--- config.mk ---
export PLATFORM = sky130hd
export DESIGN_NAME = axi_slave_regs_flat
export DESIGN_NICKNAME = d
export VERILOG_FILES = /design/src/rtl/axi_slave_regs_pkg.sv /design/src/rtl/axi_slave_regs_if.sv /design/src/rtl/axi_slave_regs.sv /design/src/flat_wrapper.sv
export SDC_FILE = /design/constraint.sdc
export NUM_CORES = 1
export LEC_CHECK = 0
export ABC_AREA = 1
export CAP_MARGIN = 20
export CORE_MARGIN = 8
export CORE_UTILIZATION = 53
export DETAILED_ROUTE_END_ITERATION = 16
export PLACE_DENSITY = 0.86
export SLEW_MARGIN = 25
export SYNTH_ARGS = -nofsm -noshare
export SYNTH_HDL_FRONTEND = slang
export SYNTH_SLANG_ARGS = --single-unit
--- constraint.sdc ---
create_clock -name S_AXI_ACLK -period 2.6 [get_ports S_AXI_ACLK]
set_input_delay 0.26 -clock S_AXI_ACLK [delete_from_list [all_inputs] [get_ports S_AXI_ACLK]]
set_output_delay 0.26 -clock S_AXI_ACLK [all_outputs]
set_load 0.02 [all_outputs]
--- src/rtl/axi_slave_regs_pkg.sv ---
// Shared definitions for the AXI4-Lite register slave:
// response codes, FSM encodings and the byte-lane merge helper.
package axi_slave_regs_pkg;

    localparam logic [1:0] RESP_OKAY   = 2'b00;
    localparam logic [1:0] RESP_SLVERR = 2'b10;

    typedef enum logic {
        W_IDLE,
        W_RESP
    } w_state_t;

    typedef enum logic {
        R_IDLE,
        R_DATA
    } r_state_t;

    // Merge new data into an old word, one byte lane per strobe bit.
    function automatic logic [31:0] apply_strb(
        input logic [31:0] old,
        input logic [31:0] data,
        input logic [3:0]  strb
    );
        logic [31:0] res;
        res = old;
        for (int b = 0; b < 4; b++) begin
            if (strb[b]) begin
                res[8*b +: 8] = data[8*b +: 8];
            end
        end
        return res;
    endfunction

endpackage

--- src/rtl/axi_slave_regs_if.sv ---
// AXI4-Lite bus bundle between a master and the register slave.
// Signal names follow the AXI S_AXI_* naming of the slave ports.
interface axi_slave_regs_if #(
    parameter int ADDR_W = 32,
    parameter int DATA_W = 32
);

    logic [ADDR_W-1:0]   S_AXI_AWADDR;
    logic                S_AXI_AWVALID;
    logic                S_AXI_AWREADY;

    logic [DATA_W-1:0]   S_AXI_WDATA;
    logic [DATA_W/8-1:0] S_AXI_WSTRB;
    logic                S_AXI_WVALID;
    logic                S_AXI_WREADY;

    logic [1:0]          S_AXI_BRESP;
    logic                S_AXI_BVALID;
    logic                S_AXI_BREADY;

    logic [ADDR_W-1:0]   S_AXI_ARADDR;
    logic                S_AXI_ARVALID;
    logic                S_AXI_ARREADY;

    logic [DATA_W-1:0]   S_AXI_RDATA;
    logic [1:0]          S_AXI_RRESP;
    logic                S_AXI_RVALID;
    logic                S_AXI_RREADY;

    modport master (
        output S_AXI_AWADDR, S_AXI_AWVALID,
        output S_AXI_WDATA, S_AXI_WSTRB, S_AXI_WVALID,
        output S_AXI_BREADY,
        output S_AXI_ARADDR, S_AXI_ARVALID,
        output S_AXI_RREADY,
        input  S_AXI_AWREADY, S_AXI_WREADY,
        input  S_AXI_BRESP, S_AXI_BVALID,
        input  S_AXI_ARREADY,
        input  S_AXI_RDATA, S_AXI_RRESP, S_AXI_RVALID
    );

    modport slave (
        input  S_AXI_AWADDR, S_AXI_AWVALID,
        input  S_AXI_WDATA, S_AXI_WSTRB, S_AXI_WVALID,
        input  S_AXI_BREADY,
        input  S_AXI_ARADDR, S_AXI_ARVALID,
        input  S_AXI_RREADY,
        output S_AXI_AWREADY, S_AXI_WREADY,
        output S_AXI_BRESP, S_AXI_BVALID,
        output S_AXI_ARREADY,
        output S_AXI_RDATA, S_AXI_RRESP, S_AXI_RVALID
    );

endinterface

--- src/rtl/axi_slave_regs.sv ---
// AXI4-Lite slave with NUM_REGS RW control registers and one
// read-only status word directly above them; anything higher errors.
module axi_slave_regs
    import axi_slave_regs_pkg::*;
#(
    parameter int C_S_AXI_DATA_WIDTH = 32,
    parameter int C_S_AXI_ADDR_WIDTH = 32,
    parameter int NUM_REGS           = 8
) (
    input  logic                                   S_AXI_ACLK,
    input  logic                                   S_AXI_ARESET,
    axi_slave_regs_if.slave                        s_axi,
    output logic [NUM_REGS*C_S_AXI_DATA_WIDTH-1:0] ctrl_regs,
    output logic [NUM_REGS-1:0]                    wr_pulse,
    input  logic [C_S_AXI_DATA_WIDTH-1:0]          status_in
);

    localparam int DW     = C_S_AXI_DATA_WIDTH;
    localparam int SW     = DW / 8;
    localparam int LOG2   = $clog2(NUM_REGS);
    localparam int IDX_W  = LOG2 + 1;
    localparam int IDX_HI = LOG2 + 2;

    w_state_t w_state, w_next;
    r_state_t r_state, r_next;

    logic             aw_held, w_held;
    logic [IDX_W-1:0] aw_idx;
    logic [DW-1:0]    wdata_q;
    logic [SW-1:0]    wstrb_q;
    logic             awready, wready, bvalid, commit;
    logic [1:0]       bresp;

    logic             arready, rvalid, ar_hs;
    logic [IDX_W-1:0] ar_idx;
    logic [DW-1:0]    rdata, rd_data;
    logic [1:0]       rresp, rd_resp;

    logic [NUM_REGS-1:0][DW-1:0] regs;

    // Address bits outside the word index carry no meaning here.
    logic unused_addr;
    assign unused_addr = ^{
        s_axi.S_AXI_AWADDR[C_S_AXI_ADDR_WIDTH-1:IDX_HI+1],
        s_axi.S_AXI_AWADDR[1:0],
        s_axi.S_AXI_ARADDR[C_S_AXI_ADDR_WIDTH-1:IDX_HI+1],
        s_axi.S_AXI_ARADDR[1:0]
    };

    assign ar_idx    = s_axi.S_AXI_ARADDR[IDX_HI:2];
    assign ctrl_regs = regs;

    assign s_axi.S_AXI_AWREADY = awready;
    assign s_axi.S_AXI_WREADY  = wready;
    assign s_axi.S_AXI_BVALID  = bvalid;
    assign s_axi.S_AXI_BRESP   = bresp;
    assign s_axi.S_AXI_ARREADY = arready;
    assign s_axi.S_AXI_RVALID  = rvalid;
    assign s_axi.S_AXI_RDATA   = rdata;
    assign s_axi.S_AXI_RRESP   = rresp;

    // Write FSM state register.
    always_ff @(posedge S_AXI_ACLK) begin
        if (S_AXI_ARESET) begin
            w_state <= W_IDLE;
        end else begin
            w_state <= w_next;
        end
    end

    // Write FSM: accept AW/W in any order, commit once both are held.
    always_comb begin
        w_next  = w_state;
        awready = 1'b0;
        wready  = 1'b0;
        bvalid  = 1'b0;
        commit  = 1'b0;
        unique case (w_state)
            W_IDLE: begin
                awready = !aw_held && !S_AXI_ARESET;
                wready  = !w_held && !S_AXI_ARESET;
                if (aw_held && w_held) begin
                    commit = 1'b1;
                    w_next = W_RESP;
                end
            end
            W_RESP: begin
                bvalid = 1'b1;
                if (s_axi.S_AXI_BREADY) begin
                    w_next = W_IDLE;
                end
            end
            default: w_next = W_IDLE;
        endcase
    end

    // Hold the AW index and W payload until the commit cycle.
    always_ff @(posedge S_AXI_ACLK) begin
        if (S_AXI_ARESET) begin
            aw_held <= 1'b0;
            w_held  <= 1'b0;
            aw_idx  <= '0;
            wdata_q <= '0;
            wstrb_q <= '0;
        end else begin
            if (awready && s_axi.S_AXI_AWVALID) begin
                aw_held <= 1'b1;
                aw_idx  <= s_axi.S_AXI_AWADDR[IDX_HI:2];
            end
            if (wready && s_axi.S_AXI_WVALID) begin
                w_held  <= 1'b1;
                wdata_q <= s_axi.S_AXI_WDATA;
                wstrb_q <= s_axi.S_AXI_WSTRB;
            end
            if (commit) begin
                aw_held <= 1'b0;
                w_held  <= 1'b0;
            end
        end
    end

    // Register commit, write pulse and the response code it earns.
    always_ff @(posedge S_AXI_ACLK) begin
        if (S_AXI_ARESET) begin
            regs     <= '0;
            wr_pulse <= '0;
            bresp    <= RESP_OKAY;
        end else begin
            wr_pulse <= '0;
            if (commit) begin
                if (!aw_idx[LOG2]) begin
                    regs[aw_idx[LOG2-1:0]] <= apply_strb(
                        regs[aw_idx[LOG2-1:0]], wdata_q, wstrb_q);
                    wr_pulse[aw_idx[LOG2-1:0]] <= 1'b1;
                    bresp <= RESP_OKAY;
                end else begin
                    bresp <= RESP_SLVERR;
                end
            end
        end
    end

    // Read FSM state register.
    always_ff @(posedge S_AXI_ACLK) begin
        if (S_AXI_ARESET) begin
            r_state <= R_IDLE;
        end else begin
            r_state <= r_next;
        end
    end

    // Read FSM: one outstanding read, data held until RREADY.
    always_comb begin
        r_next  = r_state;
        arready = 1'b0;
        rvalid  = 1'b0;
        unique case (r_state)
            R_IDLE: begin
                arready = !S_AXI_ARESET;
                if (s_axi.S_AXI_ARVALID && !S_AXI_ARESET) begin
                    r_next = R_DATA;
                end
            end
            R_DATA: begin
                rvalid = 1'b1;
                if (s_axi.S_AXI_RREADY) begin
                    r_next = R_IDLE;
                end
            end
            default: r_next = R_IDLE;
        endcase
    end

    assign ar_hs = arready && s_axi.S_AXI_ARVALID;

    // Read decode: RW bank, then status word, then error hole.
    always_comb begin
        rd_data = '0;
        rd_resp = RESP_SLVERR;
        if (!ar_idx[LOG2]) begin
            rd_data = regs[ar_idx[LOG2-1:0]];
            rd_resp = RESP_OKAY;
        end else if (ar_idx[LOG2-1:0] == '0) begin
            rd_data = status_in;
            rd_resp = RESP_OKAY;
        end
    end

    // Sample read data at the AR handshake so it sees pre-commit values.
    always_ff @(posedge S_AXI_ACLK) begin
        if (S_AXI_ARESET) begin
            rdata <= '0;
            rresp <= RESP_OKAY;
        end else if (ar_hs) begin
            rdata <= rd_data;
            rresp <= rd_resp;
        end
    end

endmodule

--- src/flat_wrapper.sv ---
// flat-port wrapper written by rule: the top's interface ports become plain ports
module axi_slave_regs_flat import axi_slave_regs_pkg::*;
#(
    parameter int C_S_AXI_DATA_WIDTH = 32,
    parameter int C_S_AXI_ADDR_WIDTH = 32,
    parameter int NUM_REGS           = 8
)
  (S_AXI_ACLK, S_AXI_ARESET, ctrl_regs, wr_pulse, status_in, s_axi_S_AXI_AWADDR, s_axi_S_AXI_AWVALID, s_axi_S_AXI_WDATA, s_axi_S_AXI_WSTRB, s_axi_S_AXI_WVALID, s_axi_S_AXI_BREADY, s_axi_S_AXI_ARADDR, s_axi_S_AXI_ARVALID, s_axi_S_AXI_RREADY, s_axi_S_AXI_AWREADY, s_axi_S_AXI_WREADY, s_axi_S_AXI_BRESP, s_axi_S_AXI_BVALID, s_axi_S_AXI_ARREADY, s_axi_S_AXI_RDATA, s_axi_S_AXI_RRESP, s_axi_S_AXI_RVALID);
  axi_slave_regs_if #(.ADDR_W((32)), .DATA_W(32)) s_axi_i ();
  input  logic S_AXI_ACLK;
  input  logic S_AXI_ARESET;
  output logic [NUM_REGS*C_S_AXI_DATA_WIDTH-1:0] ctrl_regs;
  output logic [NUM_REGS-1:0] wr_pulse;
  input  logic [C_S_AXI_DATA_WIDTH-1:0] status_in;
  input wire logic [$bits(s_axi_i.S_AXI_AWADDR)-1:0] s_axi_S_AXI_AWADDR;
  input wire logic [$bits(s_axi_i.S_AXI_AWVALID)-1:0] s_axi_S_AXI_AWVALID;
  input wire logic [$bits(s_axi_i.S_AXI_WDATA)-1:0] s_axi_S_AXI_WDATA;
  input wire logic [$bits(s_axi_i.S_AXI_WSTRB)-1:0] s_axi_S_AXI_WSTRB;
  input wire logic [$bits(s_axi_i.S_AXI_WVALID)-1:0] s_axi_S_AXI_WVALID;
  input wire logic [$bits(s_axi_i.S_AXI_BREADY)-1:0] s_axi_S_AXI_BREADY;
  input wire logic [$bits(s_axi_i.S_AXI_ARADDR)-1:0] s_axi_S_AXI_ARADDR;
  input wire logic [$bits(s_axi_i.S_AXI_ARVALID)-1:0] s_axi_S_AXI_ARVALID;
  input wire logic [$bits(s_axi_i.S_AXI_RREADY)-1:0] s_axi_S_AXI_RREADY;
  output wire logic [$bits(s_axi_i.S_AXI_AWREADY)-1:0] s_axi_S_AXI_AWREADY;
  output wire logic [$bits(s_axi_i.S_AXI_WREADY)-1:0] s_axi_S_AXI_WREADY;
  output wire logic [$bits(s_axi_i.S_AXI_BRESP)-1:0] s_axi_S_AXI_BRESP;
  output wire logic [$bits(s_axi_i.S_AXI_BVALID)-1:0] s_axi_S_AXI_BVALID;
  output wire logic [$bits(s_axi_i.S_AXI_ARREADY)-1:0] s_axi_S_AXI_ARREADY;
  output wire logic [$bits(s_axi_i.S_AXI_RDATA)-1:0] s_axi_S_AXI_RDATA;
  output wire logic [$bits(s_axi_i.S_AXI_RRESP)-1:0] s_axi_S_AXI_RRESP;
  output wire logic [$bits(s_axi_i.S_AXI_RVALID)-1:0] s_axi_S_AXI_RVALID;
  assign s_axi_i.S_AXI_AWADDR = s_axi_S_AXI_AWADDR;
  assign s_axi_i.S_AXI_AWVALID = s_axi_S_AXI_AWVALID;
  assign s_axi_i.S_AXI_WDATA = s_axi_S_AXI_WDATA;
  assign s_axi_i.S_AXI_WSTRB = s_axi_S_AXI_WSTRB;
  assign s_axi_i.S_AXI_WVALID = s_axi_S_AXI_WVALID;
  assign s_axi_i.S_AXI_BREADY = s_axi_S_AXI_BREADY;
  assign s_axi_i.S_AXI_ARADDR = s_axi_S_AXI_ARADDR;
  assign s_axi_i.S_AXI_ARVALID = s_axi_S_AXI_ARVALID;
  assign s_axi_i.S_AXI_RREADY = s_axi_S_AXI_RREADY;
  assign s_axi_S_AXI_AWREADY = s_axi_i.S_AXI_AWREADY;
  assign s_axi_S_AXI_WREADY = s_axi_i.S_AXI_WREADY;
  assign s_axi_S_AXI_BRESP = s_axi_i.S_AXI_BRESP;
  assign s_axi_S_AXI_BVALID = s_axi_i.S_AXI_BVALID;
  assign s_axi_S_AXI_ARREADY = s_axi_i.S_AXI_ARREADY;
  assign s_axi_S_AXI_RDATA = s_axi_i.S_AXI_RDATA;
  assign s_axi_S_AXI_RRESP = s_axi_i.S_AXI_RRESP;
  assign s_axi_S_AXI_RVALID = s_axi_i.S_AXI_RVALID;
  axi_slave_regs #(.C_S_AXI_DATA_WIDTH(C_S_AXI_DATA_WIDTH), .C_S_AXI_ADDR_WIDTH(C_S_AXI_ADDR_WIDTH), .NUM_REGS(NUM_REGS)) u_core (.S_AXI_ACLK(S_AXI_ACLK), .S_AXI_ARESET(S_AXI_ARESET), .s_axi(s_axi_i), .ctrl_regs(ctrl_regs), .wr_pulse(wr_pulse), .status_in(status_in));
endmodule
### Yosys cells after proc, flatten, opt, wreduce, memory -nomap -nowiden

Cells that the tools add are included.

| storage, ports and cells | value |
|---|---|
| flip-flop bits (word level) | 344 |
| input bits | 139 |
| output and inout port bits | 305 |

| cells by class | value |
|---|---|
| magnitude comparators | 3 |
| mux-type cells | 42 |
| bitwise logic cells | 4 |
| reductions and logical operators | 15 |

Operators by type and width:

| kind | number |
|---|---|
| $bwmux W256 | 1 |
| $bmux W32 S3 | 2 |
| $mux W32 | 5 |
| $mux W8 | 16 |
| $demux W32 S3 | 1 |
| $mux W1 | 11 |
| $logic_and A1 B1 Y1 | 8 |
| $lt A3 B4 Y1 const B | 2 |
| $mux W2 | 3 |
| $not A1 Y1 | 4 |
| $pmux W1 S2 | 2 |
| $demux W1 S3 | 1 |
| $ge A3 B1 Y1 const B | 1 |
| $logic_not A1 Y1 | 3 |
| $logic_not A3 Y1 | 1 |
| $reduce_or A3 Y1 | 1 |
| $reduce_and A2 Y1 | 1 |
| $reduce_or A2 Y1 | 1 |

### Logic depth before layout (Yosys ltp)

| logic depth | value |
|---|---|
| depth after elaboration | 7 |
| depth in mapped cells | 11 |
| mapped depth without buffers | 9 |

### Worst setup path before layout

OpenSTA, ideal clock, no wires.

| timing path | value |
|---|---|
| path type | register -> register |
| start | register u_core.w_state |
| end | register u_core.wstrb_q[0] |
| library setup time | 0.128 ns |
| data arrival time | 1.724 ns |
| data required time | 2.472 ns |
| setup slack | 0.747 ns |
| cell stages (with the launch flop) | 6 |
| period minus slack after synthesis | 1.853 ns |
| cell sequence | dfxtp_1 -> nor3_1 -> nand2_1 -> clkbuf_1 -> o21ai_0 -> a21oi_1 |

| on the way | value |
|---|---|
| longest elaborated chain between the ends | 2 |

Ends and longest elaborated chain:

| what | RTL line | source |
|---|---|---|
| start, declared | axi_slave_regs.sv:24 | `w_state_t w_state, w_next;` |
| start signal, assigned | axi_slave_regs.sv:67 | `w_state <= w_next;` |
| $mux W1 | axi_slave_regs.sv:78 | `unique case (w_state)` |
| named net s_axi_S_AXI_WREADY | flat_wrapper.sv:25 | `output wire logic [$bits(s_axi_i.S_AXI_WREADY)-1:0] s_axi_S_AXI_WREADY;` |
| $logic_and A1 B1 Y1 | axi_slave_regs.sv:110 | `if (wready && s_axi.S_AXI_WVALID) begin` |
| end signal, assigned | axi_slave_regs.sv:113 | `wstrb_q <= s_axi.S_AXI_WSTRB;` |
| end, declared | axi_slave_regs.sv:30 | `logic [SW-1:0] wstrb_q;` |

The timed path passes the listed nets, and every way through them passes these cells.
A chain may end at the register's enable or synchronous reset.

### Worst setup path after layout

| timing path | value |
|---|---|
| start | register u_core.w_state |
| end | output port s_axi_S_AXI_WREADY |

| on the way | value |
|---|---|
| longest elaborated chain between the ends | 1 |

Ends and longest elaborated chain:

| what | RTL line |
|---|---|
| $mux W1 | axi_slave_regs.sv:78 |
| end, declared | flat_wrapper.sv:25 |

No other way between the ends.

==> reports/results.ini <==
[layout]
syn_to_final_growth_pct=32.5
layout-drive-gt1-share_pct=5.26
fill_cells=2511
final-instance-count-excl-fill=3174
nets=2888
final_core_util_pct=71.4

[placed_design]
dp_hpwl_um=46700
post-place-cells=3105
gp_congestion=0.969
numPortBuffers=385

[pwr]
leakagePower_nw=8.87
finalPower_w=0.0124
irDropWorstVdd_v=0.000475
power.density_nw_per_um2=566

[logic_synthesis]
syn-cell-area_sq_um=16500
synth.top_cell.area_share_pct=41.4
synthArstFlopShare_pct=0
yosysTopAreaCell=dfxtp_1
synth.distinct_cells=32
synth_ff_type=dfxtp_1
ys_seq_area_share_pct=41.4
yosys_register_bits=342
avgSynthCellArea_sq_um=6.68
synthTopCellsByArea=dfxtp_1 41%, nand2_1 15%, o21ai_0 11%, a21oi_1 9.9%, nor2_1 4.9%
syn_inst=2475
synth_edf_count=0
yosysWarningCount=0

[worst_hold_path]
hold_start=S_AXI_ARESET
worstHoldPathType=input pin to flip-flop
holdPathStages=3

[critical_path]
worst_ep_arrival_time_ns=1.99
timing.rr.end=u_core.ctrl_regs[178]
rrSetupSlack_ns=0.42
endpoint=s_axi_S_AXI_WREADY
crit_buf_inv=1
path_cells=nor3_1 -> clkdlybuf4s50_1
cp_num_cells=2
reg2regPathDepth=6
worstReg2RegStart=u_core.aw_idx[1]
crit_start=u_core.w_state
cpPeakStageDelay_ns=0.69
start_kind=flip-flop
critPathRequiredTime_ns=2.34
path_class=flip-flop to output port
cpMaxStageDelayCell=clkdlybuf4s50_1
critPathMaxFanout=5
cp-end-kind=output port
cp_top_family=buffers and inverters

[global_routing]
grt-ovfl-total=0
grt_pass1_vias=18700
grt_usage_pct=36.5
antenna_found_initial=0
grt_pass1_wl_um=107000
grt_max_degree=85

[cts]
post_cts_buffers=0
cts-root-buf=clkbuf_16
clkSinkCount=342
htree_num_levels=2
tritoncts=built
clockBufferDepth=3
cts_buffers=38
ctsResizeCount=0
cts_hold_buf=0
clock_latency_ns=0.53
path_clk_slew_ns=0.06

[detailed_routing]
ant_nets=0
drc=0
first_pass_iters=6
wl_um=71100
wl_per_cell_um=22.4
vias_per_cell=6.25
drt_iter0_drc=2699
vias=19900

[floorplan]
die_w_um=193
io_pins=444
floorplan.initialDensity_pct=53.9
die_y_um=193
core_sq_um=30700
dieArea_sq_um=37100
row_count=64

[sta]
worst_pin_slew_ns=0.722
timing.final.crit_period_ns=2.25
finalHoldViolations=0
setup_viol=0
rsz0062_at_grt=no
final-max-slew-violation-count=0
relSlewSlack_pct=51.7
finalClockSkew_ns=0.0170
setup_tns_ns=0
period_share_pct=86.7
clock.fmax_mhz=444

[job]
drv_cap=0

[run_status]
status=finished clean

[cell type report]
cell class | instances | area, sq um | share of cell area, %
diodes | 1 | 2.50 | 0.0114
clock buffers | 57 | 1150 | 5.23
clock inverters | 11 | 135 | 0.617
inverters | 54 | 213 | 0.971
multi-input cells | 1873 | 8600 | 39.3
flip-flops and latches | 342 | 6860 | 31.3
well taps | 396 | 495 | 2.26
repair buffers | 440 | 4450 | 20.3
[sequential cells by signal, summed over array words and instances, names as in the netlist, 4 cells and up]
register / cells
u_core.aw_idx: 4
u_core.wdata_q: 32
u_core.s_axi.S_AXI_RDATA: 32
u_core.wstrb_q: 4
u_core.ctrl_regs: 256
u_core.wr_pulse: 8
[logic make-up after synthesis]
kind of cell | synth area share (%)
simple gates | 26.0
flops | 41.4
other cells | 0.0227
buf+inv | 6.57
compound gates | 26.0
[how the worst min path moves through the flow]
stage | end | slack (ns)
5_1_grt | u_core.s_axi.S_AXI_RDATA[20] | 0.19
3_3_place_gp | u_core.wdata_q[11] | 0.44
2_1_floorplan | u_core.r_state | 0.37
4_1_cts | u_core.s_axi.S_AXI_RDATA[19] | 0.18
6_report | u_core.s_axi.S_AXI_RDATA[12] | 0.20
3_5_place_dp | u_core.wdata_q[15] | 0.44
[cells in the mapped netlist, types with 3 or more instances]
cell type / number
clkbuf_1: 122
o211ai_1: 42
nand3_1: 110
clkinv_1: 3
inv_1: 47
buf_4: 4
nor2_1: 215
nand4_1: 22
a21boi_0: 22
o21ai_0: 354
o221ai_1: 4
nor3_1: 10
nor2_4: 7
dfxtp_1: 342
buf_1: 13
a21oi_1: 327
buf_2: 65
inv_2: 4
nand2_1: 675
a32oi_1: 4
o21ai_1: 68
[worst reg2reg max path: cells and delay by family, from the launching register on]
kind	cells	cell delay, ns
simple gates	2	0.51
flops	1	0.37
buf+inv	2	0.88
compound gates	2	0.34
[placed cells by master, fill, tap and decap left out, types with 3 or more instances in the layout]
cell type	instances
o221ai_1	4
clkinv_2	6
buf_4	41
clkdlybuf4s50_1	381
dfxtp_1	339
o21ai_0	354
clkbuf_1	10
clkbuf_8	6
a21oi_1	327
o211ai_1	42
clkinv_1	3
buf_12	16
nor3_1	10
clkbuf_16	41
inv_2	5
o21ai_1	68
nand4_1	22
a32oi_1	4
bufinv_16	3
nand3_1	110
nand2_1	674
nor2_4	8
inv_1	43
a21boi_0	22
nor2_1	215
[report_power, final]
group	switching (W)	leakage [nW]	internal, W
logic	0.000979	5.48	0.000455
clock network	0.00223	0.626	0.00335
registers	0.0000676	2.77	0.00533
[through the flow]
step           hold WS, ns  setup slack [ns]  area [sq um]
6_report             0.200             0.346         21900
5_1_grt              0.193             0.270         21900
4_1_cts              0.175             0.329         21900
3_5_place_dp         0.441             0.487         20600
3_3_place_gp         0.437             0.576         20600
2_1_floorplan        0.371             0.747         16500
[metal layers]
metal	share of wire, %	global-route usage [%]
met4	6.8	22.5
met2	43	56.1
met1	36	45.4
met3	14	9.36
met5	0	0
Power figures use the tool's default switching activity.
==> variant, RTL diff (same flow settings) <==
Make the reset (`S_AXI_ARESET`) asynchronous in 5 clocked blocks.
--- a/src/rtl/axi_slave_regs.sv
+++ b/src/rtl/axi_slave_regs.sv
@@ -62,3 +62,3 @@
     // Write FSM state register.
-    always_ff @(posedge S_AXI_ACLK) begin
+    always_ff @(posedge S_AXI_ACLK or posedge S_AXI_ARESET) begin
         if (S_AXI_ARESET) begin
@@ -97,3 +97,3 @@
     // Hold the AW index and W payload until the commit cycle.
-    always_ff @(posedge S_AXI_ACLK) begin
+    always_ff @(posedge S_AXI_ACLK or posedge S_AXI_ARESET) begin
         if (S_AXI_ARESET) begin
@@ -122,3 +122,3 @@
     // Register commit, write pulse and the response code it earns.
-    always_ff @(posedge S_AXI_ACLK) begin
+    always_ff @(posedge S_AXI_ACLK or posedge S_AXI_ARESET) begin
         if (S_AXI_ARESET) begin
@@ -143,3 +143,3 @@
     // Read FSM state register.
-    always_ff @(posedge S_AXI_ACLK) begin
+    always_ff @(posedge S_AXI_ACLK or posedge S_AXI_ARESET) begin
         if (S_AXI_ARESET) begin
@@ -189,3 +189,3 @@
     // Sample read data at the AR handshake so it sees pre-commit values.
-    always_ff @(posedge S_AXI_ACLK) begin
+    always_ff @(posedge S_AXI_ACLK or posedge S_AXI_ARESET) begin
         if (S_AXI_ARESET) begin
Formal check against the unedited RTL: differs if S_AXI_ARESET is asserted again (counterexample within 4 cycles, from zero or initial values and one cycle with S_AXI_ARESET high); with S_AXI_ARESET held inactive, the same outputs for 4 cycles.
==> variant against the original RTL <==
Clock skew is 0.0018 ns lower; first-iteration DRC count up 5.1%; routed wire length up 14%; sequential cell count is the same; setup slack lost 0.27 ns; register-to-register slack lost 0.34 ns; synthesized area is 14% higher; final area grew 12%; global-route usage rose by 1.2 points; final cell count is 7.6% higher; synthesized cell count increased by 5.9%; critical path type is now flop to flop.
Power is not compared: it rests on default switching activity, and its combinational part moved more than twofold at a synthesized area within 25%.
==> variant: results (changes against the original RTL) <==
Parameter                              Value

Placement
  Post-DP Area    0.02324 mm^2 (+13%)
  HPWL reported at the end of detailed placement    52360 um (+12%)
  Post-placement setup slack    0.2388 ns (-0.2487 ns)
  Final weighted congestion in routability-driven placement    0.9520 (-1.8%)

Worst setup path
  Critical path's slowest cell    inv_2
  Beginning of the worst register-to-register path    u_core.aw_idx[0]
  CP max FO    32 (+27)
  Endpoint of the most critical register-to-register path    u_core.ctrl_regs[203]

Final layout
  Number of nets in the finished design    3061 (+6.0%)
  Proportion of layout cells with a drive suffix above 1    0.08740 (+0.03482)

Drt
  Vias per std cell    6.151 (-1.7%)
  Starting DRT DRC Count    2836 (+5.1%)
  Total length of routed met3 wires    12130 um (+22%)
  Sum of routed wire length over all layers    81120 um (+14%)
  Highest metal layer with signal wires    met5
  Routed wire length per instance    23.75 um (+6.1%)

Synth
  Main flop type after synthesis    dfrtp_1
  Number of different library cells in the post-synthesis netlist    26 (-19%)
  Post-synthesis compound-gate area fraction    0.06247 (-0.1977)
  Most area-consuming cells after synthesis    dfrtp_1 46%, nand2_1 18%, nand3_1 13%
  Most used standard cells in the synthesized netlist    910 x nand2_1, 478 x nand3_1, 342 x dfrtp_1

GRT
  Pin count of the biggest net entering global routing    146 (+72%)
  Total routing resource utilization after global routing    0.3769 (+0.01194)
  Number of antenna violations at the first check in global routing    4 (+4)

Timing
  Hold slack final    0.3154 ns (+0.1149 ns)
  Tightest slew margin relative to the limit    0.3028 (-0.2144)

Hold path
  Hold Crit Start    s_axi_S_AXI_WSTRB[2]
  Hold Path Sink    u_core.wstrb_q[2]

Run status
  Outcome    complete, no violations
==> variant: layout make-up <==
cell class	instances	area (um^2)
Timing Repair Buffer	458	4667
Sequential cell	342	8563
Antenna cell	3	7.507
Multi-Input combinational cell	1916	8808
Clock inverter	15	227.7
Inverter	166	629.4
Fill cell	2743	10630
Tap cell	461	576.8
Clock buffer	55	1119
==> variant: power groups by stage <==
stage,logic [uW],registers (uW),clock network (uW)
4_1_cts,11700,8320,5840
3_5_place_dp,11600,8400,0
5_1_grt,12600,8540,6060
3_3_place_gp,11300,8360,0
2_1_floorplan,5660,9180,0
6_report,11900,8430,5830
==> variant: per-stage QoR <==
stage / setup TNS (ns) / power (uW)
after floorplan: -764.20 / 14840
after global placement: 0 / 19660
after detailed placement: 0 / 19960
after CTS: 0 / 25820
after global routing: 0 / 27220
final: 0 / 26140
==> variant: cells by family (layout without fill, tap and decap cells) <==
kind of cell	Yosys count	in the layout
AO/OA/AOI/OAI	207	207
buffers and inverters	364	694
flip-flops	342	342
multiplexers	34	34
other	1	5
AND/OR/NAND/NOR	1673	1673
==> variant: how the worst max path moves through the flow <==
| stage | start | endpoint | slack (ns) | cells past startpoint |
|---|---|---|---|---|
| after floorplan | S_AXI_ARESET | u_core.aw_held | -2.23 | 1 |
| after global placement | u_core.aw_idx[0] | u_core.ctrl_regs[217] | 0.33 | 6 |
| after detailed placement | u_core.aw_idx[0] | u_core.ctrl_regs[196] | 0.24 | 6 |
| after CTS | u_core.aw_idx[0] | u_core.ctrl_regs[203] | 0.20 | 6 |
| after global routing | u_core.aw_idx[0] | u_core.ctrl_regs[203] | 0.06 | 6 |
| final | u_core.aw_idx[0] | u_core.ctrl_regs[203] | 0.08 | 6 |
